`src/rtl/cpu_defs.sv`:
```
// Shared definitions for the execute-stage divider: state encoding,
// iteration count and HI/LO field positions inside the packed result.
package cpu_defs;

    typedef enum logic [1:0] {
        IDLE    = 2'b00,
        BY_ZERO = 2'b01,
        ON      = 2'b10,
        END     = 2'b11
    } div_state_e;

    localparam int unsigned DIV_CYCLES = 32;

    // Field index within result; multiply by WIDTH for the bit offset.
    localparam int unsigned LO_FIELD = 0;
    localparam int unsigned HI_FIELD = 1;

endpackage

```
`src/rtl/div_unit_step.sv`:
```
// One restoring-division iteration: shift {rem,quo} left by one and
// subtract the divisor from the partial remainder when it fits.
module div_step
    import cpu_defs::*;
#(
    parameter int unsigned WIDTH = 32
) (
    input  logic [WIDTH-1:0] rem,
    input  logic [WIDTH-1:0] quo,
    input  logic [WIDTH-1:0] divisor,
    output logic [WIDTH-1:0] rem_next,
    output logic [WIDTH-1:0] quo_next
);

    logic [WIDTH:0] shifted;
    logic [WIDTH:0] trial;
    logic           fits;

    always_comb begin
        shifted  = {rem, quo[WIDTH-1]};
        trial    = shifted - {1'b0, divisor};
        // rem < divisor holds between steps, so the top bit is a clean borrow.
        fits     = ~trial[WIDTH];
        rem_next = fits ? trial[WIDTH-1:0] : shifted[WIDTH-1:0];
        quo_next = {quo[WIDTH-2:0], fits};
    end

endmodule

```
`src/rtl/div_unit.sv`:
```
// Multi-cycle signed/unsigned divider for DIV/DIVU in the execute stage,
// producing {HI=remainder, LO=quotient} and the long-stall request.
module div_unit
    import cpu_defs::*;
#(
    parameter int unsigned WIDTH = 32
) (
    input  logic               clk,
    input  logic               resetn,
    input  logic               start,
    input  logic               signed_div,
    input  logic [WIDTH-1:0]   opdata1,
    input  logic [WIDTH-1:0]   opdata2,
    input  logic               annul,
    output logic               stall,
    output logic [2*WIDTH-1:0] result,
    output logic               ready
);

    localparam int unsigned CNT_W = $clog2(WIDTH);

    div_state_e         state_q, state_d;
    logic [CNT_W-1:0]   counter_q, counter_d;
    logic [WIDTH-1:0]   rem_q, rem_d;
    logic [WIDTH-1:0]   quo_q, quo_d;
    logic [WIDTH-1:0]   divisor_q, divisor_d;
    logic               neg_quo_q, neg_quo_d;
    logic               neg_rem_q, neg_rem_d;
    logic [2*WIDTH-1:0] result_q, result_d;

    logic [WIDTH-1:0]   step_rem, step_quo;
    logic [WIDTH-1:0]   dividend_abs, divisor_abs;
    logic               dividend_neg, divisor_neg;

    div_step #(.WIDTH(WIDTH)) u_step (
        .rem      (rem_q),
        .quo      (quo_q),
        .divisor  (divisor_q),
        .rem_next (step_rem),
        .quo_next (step_quo)
    );

    always_comb begin
        dividend_neg = signed_div & opdata1[WIDTH-1];
        divisor_neg  = signed_div & opdata2[WIDTH-1];
        dividend_abs = dividend_neg ? -opdata1 : opdata1;
        divisor_abs  = divisor_neg  ? -opdata2 : opdata2;
    end

    always_comb begin
        state_d   = state_q;
        counter_d = counter_q;
        rem_d     = rem_q;
        quo_d     = quo_q;
        divisor_d = divisor_q;
        neg_quo_d = neg_quo_q;
        neg_rem_d = neg_rem_q;
        result_d  = result_q;

        ready = (state_q == END) & ~annul;
        stall = start & ~ready & ~annul;

        case (state_q)
            IDLE: begin
                if (start && !annul) begin
                    if (opdata2 == '0) begin
                        state_d = BY_ZERO;
                    end else begin
                        state_d   = ON;
                        counter_d = '0;
                        rem_d     = '0;
                        quo_d     = dividend_abs;
                        divisor_d = divisor_abs;
                        neg_quo_d = dividend_neg ^ divisor_neg;
                        neg_rem_d = dividend_neg;
                    end
                end
            end
            BY_ZERO: begin
                state_d  = END;
                result_d = '0;
            end
            ON: begin
                rem_d     = step_rem;
                quo_d     = step_quo;
                counter_d = counter_q + CNT_W'(1);
                if (counter_q == CNT_W'(WIDTH - 1)) begin
                    state_d   = END;
                    counter_d = '0;
                    // Sign fix-up folded into the final step's register load.
                    result_d[HI_FIELD*WIDTH +: WIDTH] = neg_rem_q ? -step_rem : step_rem;
                    result_d[LO_FIELD*WIDTH +: WIDTH] = neg_quo_q ? -step_quo : step_quo;
                end
            end
            END: begin
                state_d = IDLE;
            end
            default: begin
                state_d = IDLE;
            end
        endcase

        if (annul) begin
            state_d   = IDLE;
            counter_d = '0;
            result_d  = result_q;
        end
    end

    always_ff @(posedge clk or negedge resetn) begin
        if (!resetn) begin
            state_q   <= IDLE;
            counter_q <= '0;
            rem_q     <= '0;
            quo_q     <= '0;
            divisor_q <= '0;
            neg_quo_q <= 1'b0;
            neg_rem_q <= 1'b0;
            result_q  <= '0;
        end else begin
            state_q   <= state_d;
            counter_q <= counter_d;
            rem_q     <= rem_d;
            quo_q     <= quo_d;
            divisor_q <= divisor_d;
            neg_quo_q <= neg_quo_d;
            neg_rem_q <= neg_rem_d;
            result_q  <= result_d;
        end
    end

    assign result = result_q;

    // The instruction must stay in E until the divide finishes or is flushed.
    start_held_a: assert property (@(posedge clk) disable iff (!resetn)
        ((state_q == ON || state_q == BY_ZERO) && !annul) |-> start);

endmodule
```
`config.mk`:
```
export PLATFORM = sky130hd
export DESIGN_NAME = div_unit
export DESIGN_NICKNAME = d
export VERILOG_FILES = /design/src/rtl/cpu_defs.sv /design/src/rtl/div_unit_step.sv /design/src/rtl/div_unit.sv
export SDC_FILE = /design/constraint.sdc
export NUM_CORES = 1
export LEC_CHECK = 0
export ABC_AREA = 1
export BUFFER_PORTS_ARGS = -buffer_cell sky130_fd_sc_hd__clkbuf_2
export CAP_MARGIN = 10
export CORE_ASPECT_RATIO = 1.5
export CORE_MARGIN = 10
export CORE_UTILIZATION = 55
export CTS_BUF_LIST = sky130_fd_sc_hd__clkbuf_4 sky130_fd_sc_hd__clkbuf_8 sky130_fd_sc_hd__clkbuf_16
export DETAILED_ROUTE_END_ITERATION = 16
export PLACE_DENSITY = 0.75
export REMOVE_ABC_BUFFERS = 1
export SLEW_MARGIN = 20
export SYNTH_ARGS = -nofsm -noshare
export SYNTH_HDL_FRONTEND = slang
export SYNTH_SLANG_ARGS = --single-unit
```
`constraint.sdc`:
```
create_clock -name clk -period 5.2 [get_ports clk]
set_clock_uncertainty 0.1 [all_clocks]
set_input_delay 1.56 -clock clk [delete_from_list [all_inputs] [get_ports clk]]
set_output_delay 1.56 -clock clk [all_outputs]
set_load 0.03 [all_outputs]
```
### Yosys cells after proc, flatten, opt, wreduce, memory -nomap -nowiden

Cells that the tools add are included.

* output and inout port bits: 66
* logic and storage cells: 69
* register bits after elaboration: 169

* reduce and logical (&&, ||, !) cells: 12
* bitwise logic cells: 10
* equal/unequal tests: 10
* $add $sub $neg: 6
* multiplexer cells: 23

Operators with widths (number)
* 32-bit 2-to-1 mux: 9
* 32-bit negation: 4
* 32-bit one-hot mux with 2 select lines: 2
* 64-bit one-hot mux with 2 select lines: 1
* 64-bit 2-to-1 mux: 1
* 33-bit by 32-bit subtractor with 33-bit output: 1
* 32-bit zero test: 1
* 5-bit 2-to-1 mux: 4
* 3-bit AND reduction: 4
* 5-bit one-hot mux with 2 select lines: 1
* 3-bit inequality test, second input constant: 3
* 2-bit 2-to-1 mux: 4
* 2-bit one-hot mux with 4 select lines: 1
* 2-bit inequality test, second input constant: 3
* 5-bit by 1-bit adder with 5-bit output, second input constant: 1
* 1-bit bitwise AND: 5
* 5-bit == test, second input constant: 1
* 2-bit == test, second input constant: 2
* 1-bit NOT: 4
* 2-bit nonzero test: 2
* 3-bit nonzero test: 1
* 2-bit by 1-bit == test with 1-bit output, second input constant: 1
* 2-bit zero test: 1
* 2-bit AND reduction: 1
* other kinds (3): 3

### Longest topological paths before layout

Gate-level depths: netlist of the first run.

* depth after elaboration: 6
* gate-level depth with buffers: 31
* mapped depth without buffers: 30

### Modules after synthesis

From an unflattened synthesis of the first run, not the netlist that was laid out.

* cell total of the unflattened synthesis: 2305
* area total of the unflattened synthesis: 13914.6 sq um

By module, submodules not included
* div_unit: times used 1, cells each 1590, seq. area each 4229.1 sq um, area each 10511.3 sq um
* div_step: times used 1, cells each 715, seq. area each 0.0 sq um, area each 3403.3 sq um

### Worst setup path before layout of the first run

Ideal clock, no wire load.

* path type: register to register
* from: register quo_q[31]
* to: register result_q[28], in the netlist result[28]
* arrival: 3.739 ns
* buffers on the path: 1
* path slack: 1.238 ns
* cell stages (with the launch flop): 31
* clock period less this slack: 3.962 ns
* library setup time: 0.123 ns
* required time: 4.977 ns
* cell sequence: dfrtp_1 -> inv_1 -> ha_1 -> inv_1 -> fa_1 -> nand2_1 -> nand2_1 -> nand3_1 -> nand2_1 -> nand2_1 -> nand2_2 -> nand2_4 -> nand3_2 -> nand2_4 -> buf_6 -> ha_1 -> inv_1 -> nor3_1 -> nand3_1 -> inv_1 -> nand4_1 -> nor2_1 -> nand3_1 -> nand2_1 -> nand2_1 -> a21oi_1 -> o21ai_1 -> a21oi_1 -> a21oi_1 -> o21ai_0 -> nand2_1

* longest elaborated chain between the ends: 6

RTL lines
* start: declaration: line div_unit.sv:25 `logic [WIDTH-1:0] quo_q, quo_d;`
* start signal: assignment: line div_unit.sv:124 `quo_q <= quo_d;`
* 33-bit by 32-bit subtractor with 33-bit output: line div_unit_step.sv:21 `trial = shifted - {1'b0, divisor};`
* 1-bit NOT: line div_unit_step.sv:23 `fits = ~trial[WIDTH];`
* 32-bit negation: line div_unit.sv:92 `result_d[LO_FIELD*WIDTH +: WIDTH] = neg_quo_q ? -step_quo : step_quo;`
* 32-bit 2-to-1 mux: line div_unit.sv:92
* 64-bit 2-to-1 mux: line div_unit.sv:87 `if (counter_q == CNT_W'(WIDTH - 1)) begin`
* 64-bit one-hot mux with 2 select lines: line div_unit.sv:63 `case (state_q)`
* end signal: assignment: line div_unit.sv:128 `result_q <= result_d;`
* end: declaration: line div_unit.sv:29 `logic [2*WIDTH-1:0] result_q, result_d;`

No other way between the ends. The select of a mux whose other input is x is not followed.
A chain may end at the register's enable or synchronous reset.

### Worst setup path after layout of the first run

Ends and elaborated chain as after synthesis.

==> results of run 1 <==
Yosys cell counts (4+ instances only):
master	instances
nand3_1	113
nor3_1	30
buf_1	6
o211ai_1	22
a31oi_1	4
dfrtp_1	169
nor2_1	174
clkbuf_1	42
nand2_2	35
nand2_1	586
inv_1	245
nor2_4	5
nor4_1	8
o21ai_2	4
xor2_1	60
xnor2_1	22
o21ai_1	18
nand3_2	8
nor2_2	9
and2_1	4
o22ai_1	28
nand2_4	7
or2_2	6
inv_2	5
o21ai_0	159
nand3b_1	4
buf_6	5
nand4_1	26
a21oi_1	59
ha_1	43
o21bai_1	5
stage by stage:
| stage | std cells | setup TNS (ns) | setup WS [ns] | power, mW |
|---|---|---|---|---|
| after global routing | 2378 | 0 | 0.126 | 6.66 |
| after floorplan | 1882 | -50.42 | -1.19 | 3.89 |
| after global placement | 2346 | 0 | 0.820 | 4.76 |
| final | 2378 | 0 | 0.653 | 6.18 |
| after CTS | 2378 | 0 | 0.706 | 6.17 |
| after detailed placement | 2346 | 0 | 0.702 | 4.81 |
power breakdown:
part | internal [mW] | leakage, nW | switching [mW]
logic | 0.876 | 5.40 | 2.11
clock network | 0.767 | 0.295 | 0.590
registers | 1.61 | 2.25 | 0.229
tightest hold or removal path: cells and delay by family (launching register included):
family / cells / cell delay, ns
flip-flops: 1 / 0.34
AND/OR/NAND/NOR: 2 / 0.10
state kept, by name, summed over array words and instances (netlist names):
register,count
result,64
divisor_q,32
quo_q,32
rem_q,32
counter_q,5
state_q,2
neg_quo_q,1
neg_rem_q,1
logic make-up (layout without fill, tap and decap cells):
family	Yosys count	after routing	share of synthesized area
AOI/OAI and AO/OA	314	314	0.136
and+or+nand+nor	1021	1021	0.343
DFF	169	169	0.327
buffers and inverters	312	433	0.0960
adders and majority gates	44	44	0.0431
xor gates and xnor gates	82	82	0.0555
final cells by class:
cell class,instances,area [um2],area share
clock inverter,15,194,0.0134
timing repair buffer,149,802,0.0554
inverter,252,946,0.0654
tap,315,394,0.0272
multi-input combinational,1461,7480,0.517
sequential,169,4230,0.292
clock buffer,17,425,0.0294
layout by cell type (no fill, tap or decap), types with 22 or more instances in the layout:
cell      Yosys  layout
clkbuf_2      0     133
dfrtp_1     169     169
o21ai_0     159     159
nand2_2      35      36
xor2_1       60      60
inv_1       245     245
nor2_1      174     173
ha_1         43      43
nor3_1       30      30
nand4_1      26      26
nand3_1     113     113
o211ai_1     22      22
a21oi_1      59      59
nand2_1     586     585
xnor2_1      22      22
o22ai_1      28      28
worst paths after layout:
| path | from | depth (start not counted) | slack, ns | to |
|---|---|---|---|---|
| max in group asynchronous | resetn | 2 | 3.01 | quo_q[28] |
| setup / recovery | quo_q[31] | 29 | 0.65 | result[28] |
| hold reg to reg | result[60] | 2 | 0.38 | result[60] |
| setup reg to reg | quo_q[31] | 29 | 0.65 | result[28] |
| hold / removal | result[60] | 2 | 0.38 | result[60] |
| min in group asynchronous | resetn | 1 | 1.10 | divisor_q[30] |
layer usage:
metal  track usage  part of all wire  vias to the layer above
met5             0                 0                        -
met4         0.165             0.060                        0
li1              -                 -                     6463
met3        0.0382             0.045                      120
met2         0.476              0.53                      398
met1         0.271              0.37                     6022
==> results.md, run 1 <==
- Die W: ~150 um
- Crit path max-delay family: simple AND/OR/NAND/NOR gates
- Slew Limit Fails: 0
- Post-synth cell types: between 40 and 50
- Cts bufs inserted: 17
- Worst Path Buf+Inv: 4
- Final core utilization: 0.625
- Final Hold Slack: 0.377 ns
- PortBufs: approximately 130
- CTS tree: yes
- Synthesized area: approximately 13000 um2
- Boundary pin count: approximately 140
- Synth area leaders: dfrtp_1 (33%), nand2_1 (17%), inv_1 (7.1%)
- #FFs+latches synth: 169
- Die H: about 210 um
- Maximum number of pins on one net before global-route repair: between 90 and 100
- Antenna violations before repair: 0
- Outcome: finished, final reports clean
- Cell taking the most area after synthesis: dfrtp_1
- Crit path launch type: register
- Post-CTS Setup Bufs: 0
- Worst EP arrival: about 4.8 ns
- CP max stage delay: ~0.40 ns
- Resize count post-CTS: 0
- Max clock buf depth: 2
- CTS Root Cell: clkbuf_16
- Syn Inst Count: between 1500 and 2000
- Pwr dens: about 430 nW/um2
- Hold Buf Count CTS: 0
- Global-route usage over all layers: 0.260
- Placed cell areas: 13900 um2
- 1st-pass router iterations: 7
- FILL cells: between 2000 and 2500
- Critical Path End Type: register
- Vias per cell: around 5.5
- Total gr overflow: 0
- Slowest cell on the critical path: fa_1
- DRT Wirelength: between 30 and 40 mm
- DR WL/cell: approximately 17 um
- Nets@finish: roughly 2200
- Initial core utilization: 0.559
- Most common cell on crit path: nand2_1
- Yosys top cell area share: 0.327
- RSZ-0062 raised after global routing: no
- Post-route ant nets: 0
- DRC Markers: 0
- Predominant post-synthesis flop cell: dfrtp_1
- Layout cell share with drive strength beyond 1: 0.130
- Relative slew slack: 0.358
- Ratio of final minimum period to clock period: 0.874
- Share of the yosys chip area belonging to registers: 0.327
- First-pass GRT wire length: approximately 64 mm
- Post-synth EDFFs: 0
- CP Max Fanout: 6
- Initial drt markers: 912
- Core footprint: around 23000 um2
- Async set-reset flop share out of synthesis: 1.00
- Pleak: 7.94 nW
- Final setup violation count: 0
- Layout Area Growth over Synthesis: 11.8%
- # H-tree levels: 4
- TritonCTS Sinks: 169
- Worst EP required: approximately 5.4 ns
- Worst slew pin tran: ~0.96 ns
- Clock Pin Slew Worst Setup and Hold Paths: 0.07 ns
- Max Cap Viol: 0
- Number of diodes: 0
- GP Congestion: approximately 1
- Hold crit path type: reg2reg
- Worst vdd ir: 0.000306 V
- Final instance area: 14500 um2
- Vias in the first global route: around 13000
- Final Hold Fails: 0
- Min Tclk post-route: around 4.5 ns
- DP HPWL: roughly 30 mm
- Skew-Pair Late Insertion Delay: roughly 0.45 ns
- Fmax: 0.220 GHz
- Warnings, synthesis: 0
- Synthesized area per cell: 6.67 um2
- Vias: 13000
- Die area: 30200 um2
- FP Rows: a little under 70
- Crit path kind: reg2reg
Power figures use the tool's default switching activity.
==> run 2, diff against run 1 <==
CELL_PAD_IN_SITES_DETAIL_PLACEMENT = 0   (was unset)
CELL_PAD_IN_SITES_GLOBAL_PLACEMENT = 2   (was unset)
CORE_UTILIZATION = 33   (was 55)
PLACE_DENSITY = unset   (was 0.75)
PLACE_DENSITY_LB_ADDON = 0.1   (was unset)
==> run 2 against run 1 <==
Compared with the run above: clock power about the same; combinational power increased by 3%; total power increased by 1.6%; critical path depth unchanged; wire length increased by 17%; via count decreased by 3.0%; cell area increased by 1.6%; register-to-register slack got worse by 0.04 ns; sequential cell count unchanged.
==> results.md, run 2 (same netlist as run 1, synthesis figures left out) <==
- Skew-Pair Late Insertion Delay: approximately 0.46 ns
- Slew Limit Fails: 0
- Die W: roughly 180 um
- Slowest cell on the critical path: fa_1
- Crit path kind: reg2reg
- Cts bufs inserted: 17
- R2R cell count: 29
- Vias per cell: between 4 and 5
- Final setup violation count: 0
- # H-tree levels: 4
- Final setup TNS: 0 ns
- Sw Ratio: 0.481
- Core footprint: around 39000 um2
- Die H: between 200 and 300 um
- Hold Buf Count CTS: 0
- DP HPWL: between 30 and 40 mm
- Reg-to-Reg Start: quo_q[31]
- CTS tree: yes
- Total gr overflow: 0
- Number of diodes: 0
- Reg2Reg Setup Slack: 0.61 ns
- Nets@finish: 2165
- RSZ-0062 raised after global routing: no
- Reg2reg end: result[28]
- Clock power frac: 0.217
- Critical Path End Type: register
- Number of flip-flops in the largest register: 64
- Share of total power in combinational logic: 0.489
- Final Hold Slack: about 0.38 ns
- Die area: around 48000 um2
- 1st-pass router iterations: 5
- Layout Area Growth over Synthesis: 13.6%
- Post-CTS Setup Bufs: 0
- Layout cell share with drive strength beyond 1: 0.131
- DRC Markers: 0
- Switching Power: 3.02 mW
- DRT Wirelength: approximately 46 mm
- Outcome: finished, final reports clean
- Max Cap Viol: 0
- Crit path max-delay family: simple AND/OR/NAND/NOR gates
- Total Power: 6.28 mW
- Max clock buf depth: 2
- Ratio of final minimum period to clock period: 0.883
- Internal power: 3.26 mW
- Worst EP required: between 5 and 6 ns
- Post-route ant nets: 0
- Most common cell on crit path: nand2_1
- Commonest non-fill, non-tap cell in the layout: nand2_1
- Hold crit path type: reg2reg
- Worst slew pin tran: roughly 0.91 ns
- Post-route setup slack: about 0.61 ns
- Worst vdd ir: approximately 0.00017 V
- Worst EP arrival: approximately 4.8 ns
- Vias in the first global route: 12800
- Worst hold stages: 2
- Initial drt markers: 638
- FILL cells: 4324
- Pre-CTS WS: ~0.56 ns
- Clock Pin Slew Worst Setup and Hold Paths: 0.07 ns
- Relative slew slack: 0.394
- DR WL/cell: about 18 um
- FP Rows: 88
- Antenna violations before repair: 0
- Vias: roughly 13000
- PortBufs: ~130
- Worst Path Buf+Inv: 4
- Pwr dens: approximately 430 nW/um2
- Pleak: around 8.0 nW
- Fmax: between 0.2 and 0.25 GHz
- Min Tclk post-route: about 4.6 ns
- CP max stage delay: ~0.4 ns
- TritonCTS Sinks: approximately 170
- Boundary pin count: 135
- GP Congestion: slightly below 0.9
- Global-route usage over all layers: 0.191
- CP Max Fanout: 6
- CTS Root Cell: clkbuf_16
- Maximum number of pins on one net before global-route repair: 84
- Crit path launch type: register
- Min-delay src: result[56]
- Hold Path Sink: result[56]
- Final Hold Fails: 0
- Sequential power share: 0.294
- Commonest cells after routing, fill and taps aside: nand2_1 (585), inv_1 (245), nor2_1 (173)
- Resize count post-CTS: 0
- Initial core utilization: 0.335
- First-pass GRT wire length: around 72 mm
run 2: worst max path at each step:
stage / from / to / slack (ns) / depth (start not counted)
after global placement: quo_q[31] / result[28] / 0.63 / 29
final: quo_q[31] / result[28] / 0.61 / 29
after CTS: quo_q[31] / result[28] / 0.56 / 29
after detailed placement: quo_q[31] / result[28] / 0.56 / 29
after global routing: quo_q[31] / result[28] / 0.05 / 29
after floorplan: opdata2[0] / quo_q[31] / -1.19 / 13
run 2: metrics by stage:
step | area [um2] | instances | util
after floorplan | 12600 | 1882 | -
after global placement | 14100 | 2528 | 0.365
after detailed placement | 14100 | 2528 | 0.365
after CTS | 14700 | 2560 | 0.381
after global routing | 14700 | 2560 | 0.381
final | 14700 | 2560 | 0.381
run 2: area by class of cell:
class | instances | area (um2) | area share
clock buffer | 21 | 480 | 0.0327
clock inverter | 11 | 134 | 0.00910
timing repair buffer | 151 | 817 | 0.0555
tap | 495 | 619 | 0.0421
multi-input combinational | 1461 | 7480 | 0.509
sequential | 169 | 4230 | 0.288
inverter | 252 | 946 | 0.0643
run 2: worst register-to-register path: cells and delay by family, from the launching register on:
kind / cells / cell delay [ns]
AO/OA/AOI/OAI: 5 / 0.89
adder cells (fa/ha/maj): 3 / 0.72
buffers and inverters: 4 / 0.31
flip-flops: 1 / 0.36
AND/OR/NAND/NOR: 17 / 2.10
run 2: per-layer routing:
layer,part of all wire,vias to the layer above,global-route usage
met2,0.57,200,0.375
met3,0.022,56,0.0226
li1,-,6472,-
met5,0,-,0
met1,0.38,5886,0.197
met4,0.032,0,0.0765
run 2: power by group through the flow:
stage | logic, mW | clock network, mW | registers [mW]
floorplan | 2.01 | 0 | 1.88
global placement | 3.12 | 0 | 1.87
global route | 3.47 | 1.46 | 1.89
detailed placement | 3.12 | 0 | 1.87
finish | 3.07 | 1.36 | 1.85
CTS | 3.13 | 1.40 | 1.85
==> run 3, diff against run 2 <==
CORE_MARGIN = 2   (was 10)
CORE_UTILIZATION = 30   (was 33)
clock period = 4.1 ns   (was 5.2 ns; I/O delays follow)
==> run 3 against run 2 <==
Compared with the run above: utilization down 2.1 points; critical path depth down 4; sequential cell count unchanged; first-iteration DRC count up 6.3%; cell area up 4.7%; non-clock buffer count up 74; combinational power up 41%; worst hold slack about the same; worst setup slack worse by 0.32 ns; register-to-register slack worse by 0.32 ns; global-route usage up 2.8 points; critical path type unchanged; highest routed layer unchanged.
==> results.md, run 3 (same netlist as run 1, synthesis figures left out) <==
- Fmax: around 0.26 GHz
- Vias in the first global route: ~13000
- Die area: 44900 um2
- Antenna violations before repair: 0
- FP Rows: between 90 and 100
- Pleak: slightly above 8 nW
- Final Hold Slack: roughly 0.38 ns
- Post-CTS Setup Bufs: 0
- Final setup violation count: 0
- Global-route usage over all layers: 0.219
- # H-tree levels: 4
- Critical Path End Type: register
- Layout cell share with drive strength beyond 1: 0.168
- Worst EP required: about 4.4 ns
- DRC Markers: 0
- Layout Area Growth over Synthesis: 18.9%
- Crit path kind: reg2reg
- Final Hold Fails: 0
- PortBufs: 134
- Core footprint: 42800 um2
- Initial drt markers: between 600 and 700
- 1st-pass router iterations: 5
- Cts bufs inserted: 17
- DRT Wirelength: ~48 mm
- GP Congestion: approximately 0.85
- TritonCTS Sinks: around 170
- Initial core utilization: 0.302
- Boundary pin count: 135
- Maximum number of pins on one net before global-route repair: 60
- Die W: between 150 and 200 um
- Vias per cell: ~4.8
- Commonest cells after routing, fill and taps aside: nand2_1 (581), inv_1 (244), nor2_1 (172)
- Pre-CTS WS: slightly above 0.03 ns
- Relative slew slack: 0.528
- Worst vdd ir: roughly 0.0003 V
- Min Tclk post-route: 3.81 ns
- RSZ-0062 raised after global routing: no
- Die H: 258 um
- CP Max Fanout: 4
- Post-route setup slack: a little under 0.3 ns
- Post-route ant nets: 0
- Total gr overflow: 0
- Number of diodes: 0
- Slew Limit Fails: 0
- DR WL/cell: between 15 and 20 um
- Crit path launch type: register
- DP HPWL: about 38 mm
- Final core utilization: 0.359
- Max clock buf depth: 2
- CTS tree: yes
- Worst slew pin tran: 0.708 ns
- First-pass GRT wire length: 75.3 mm
- Pwr dens: about 540 nW/um2
- Nets@finish: roughly 2200
- Number of flip-flops in the largest register: 64
- CTS Root Cell: clkbuf_16
- Worst EP arrival: a little over 4 ns
- Vias: ~13000
- Clock Pin Slew Worst Setup and Hold Paths: 0.07 ns
- Skew-Pair Late Insertion Delay: 0.46 ns
- Hold crit path type: reg2reg
- Commonest non-fill, non-tap cell in the layout: nand2_1
- Final setup TNS: 0 ns
- Max Cap Viol: 0
- Ratio of final minimum period to clock period: 0.929
- Outcome: finished, final reports clean
## run 3: changes by cell type in the layout (fill, tap and decap cells not counted), sizes merged
cell	delta
buf	+74
bufinv	-1
clkbuf	-1
clkinv	-1
clkinvlp	+1
## run 3: repair_timing
action                     CTS  global route
gates resized for setup      0            25
setup endpoints to repair    0             8
hold endpoints to repair     0             0
hold buffers                 0             0
## run 3: worst max-delay path: stages, from the launching register on
cell and delay, ns:
dfrtp_1 0.44, ha_1 0.37, nand2_1 0.09, nor2_1 0.19, nand2_1 0.13, nor2_2 0.21, nand2_4 0.09, nand2_2 0.09
nand2_4 0.06, nand2_4 0.08, ha_1 0.14, inv_1 0.06, nor3_2 0.18, nand3_1 0.13, inv_1 0.08, nand4_1 0.12
nor2_2 0.20, nand3_2 0.12, nand2_2 0.10, nand2_4 0.06, a21oi_4 0.16, o21ai_2 0.09, buf_6 0.13, o21ai_1 0.11
nand2_1 0.06, o21ai_1 0.13
## run 3: final timing paths
path	slack [ns]	endpoint	cells past startpoint	startpoint
setup reg to reg	0.29	result[26]	25	rem_q[28]
max in group asynchronous	2.43	quo_q[25]	2	resetn
hold reg to reg	0.38	result[52]	2	result[52]
min in group asynchronous	0.66	divisor_q[28]	1	resetn
setup / recovery	0.29	result[26]	25	rem_q[28]
hold / removal	0.38	result[52]	2	result[52]
## run 3: cell type report
cell class              count  area, um2
well taps                 570        713
clock buffers              20        454
repair buffers            225       1390
inverters                 252        946
multi-input cells        1461       7570
flip-flops and latches    169       4230
fillers                  4861      27400
clock inverters            10       96.3
## run 3: routing by layer
metal	wire length, um	GRT usage	share of wire
met3	908	0.0194	0.019
met2	27500	0.452	0.58
met4	1870	0.0917	0.039
met5	0	0	0
met1	17500	0.220	0.37
## run 3: where the power goes
part           switching, mW  leakage (nW)  total [mW]  internal (mW)
combinational           2.90          5.77        4.34           1.44
clock                  0.751         0.262        1.61          0.862
sequential             0.337          2.25        2.38           2.04
total                   3.99          8.28        8.33           4.34
## run 3: metrics by stage
stage | total power [mW] | instances | cell area [um2]
after floorplan | 4.94 | 1882 | 12600
after global placement | 6.72 | 2677 | 14800
after detailed placement | 6.72 | 2677 | 14800
after CTS | 8.38 | 2707 | 15300
after global routing | 9.11 | 2707 | 15400
final | 8.33 | 2707 | 15400
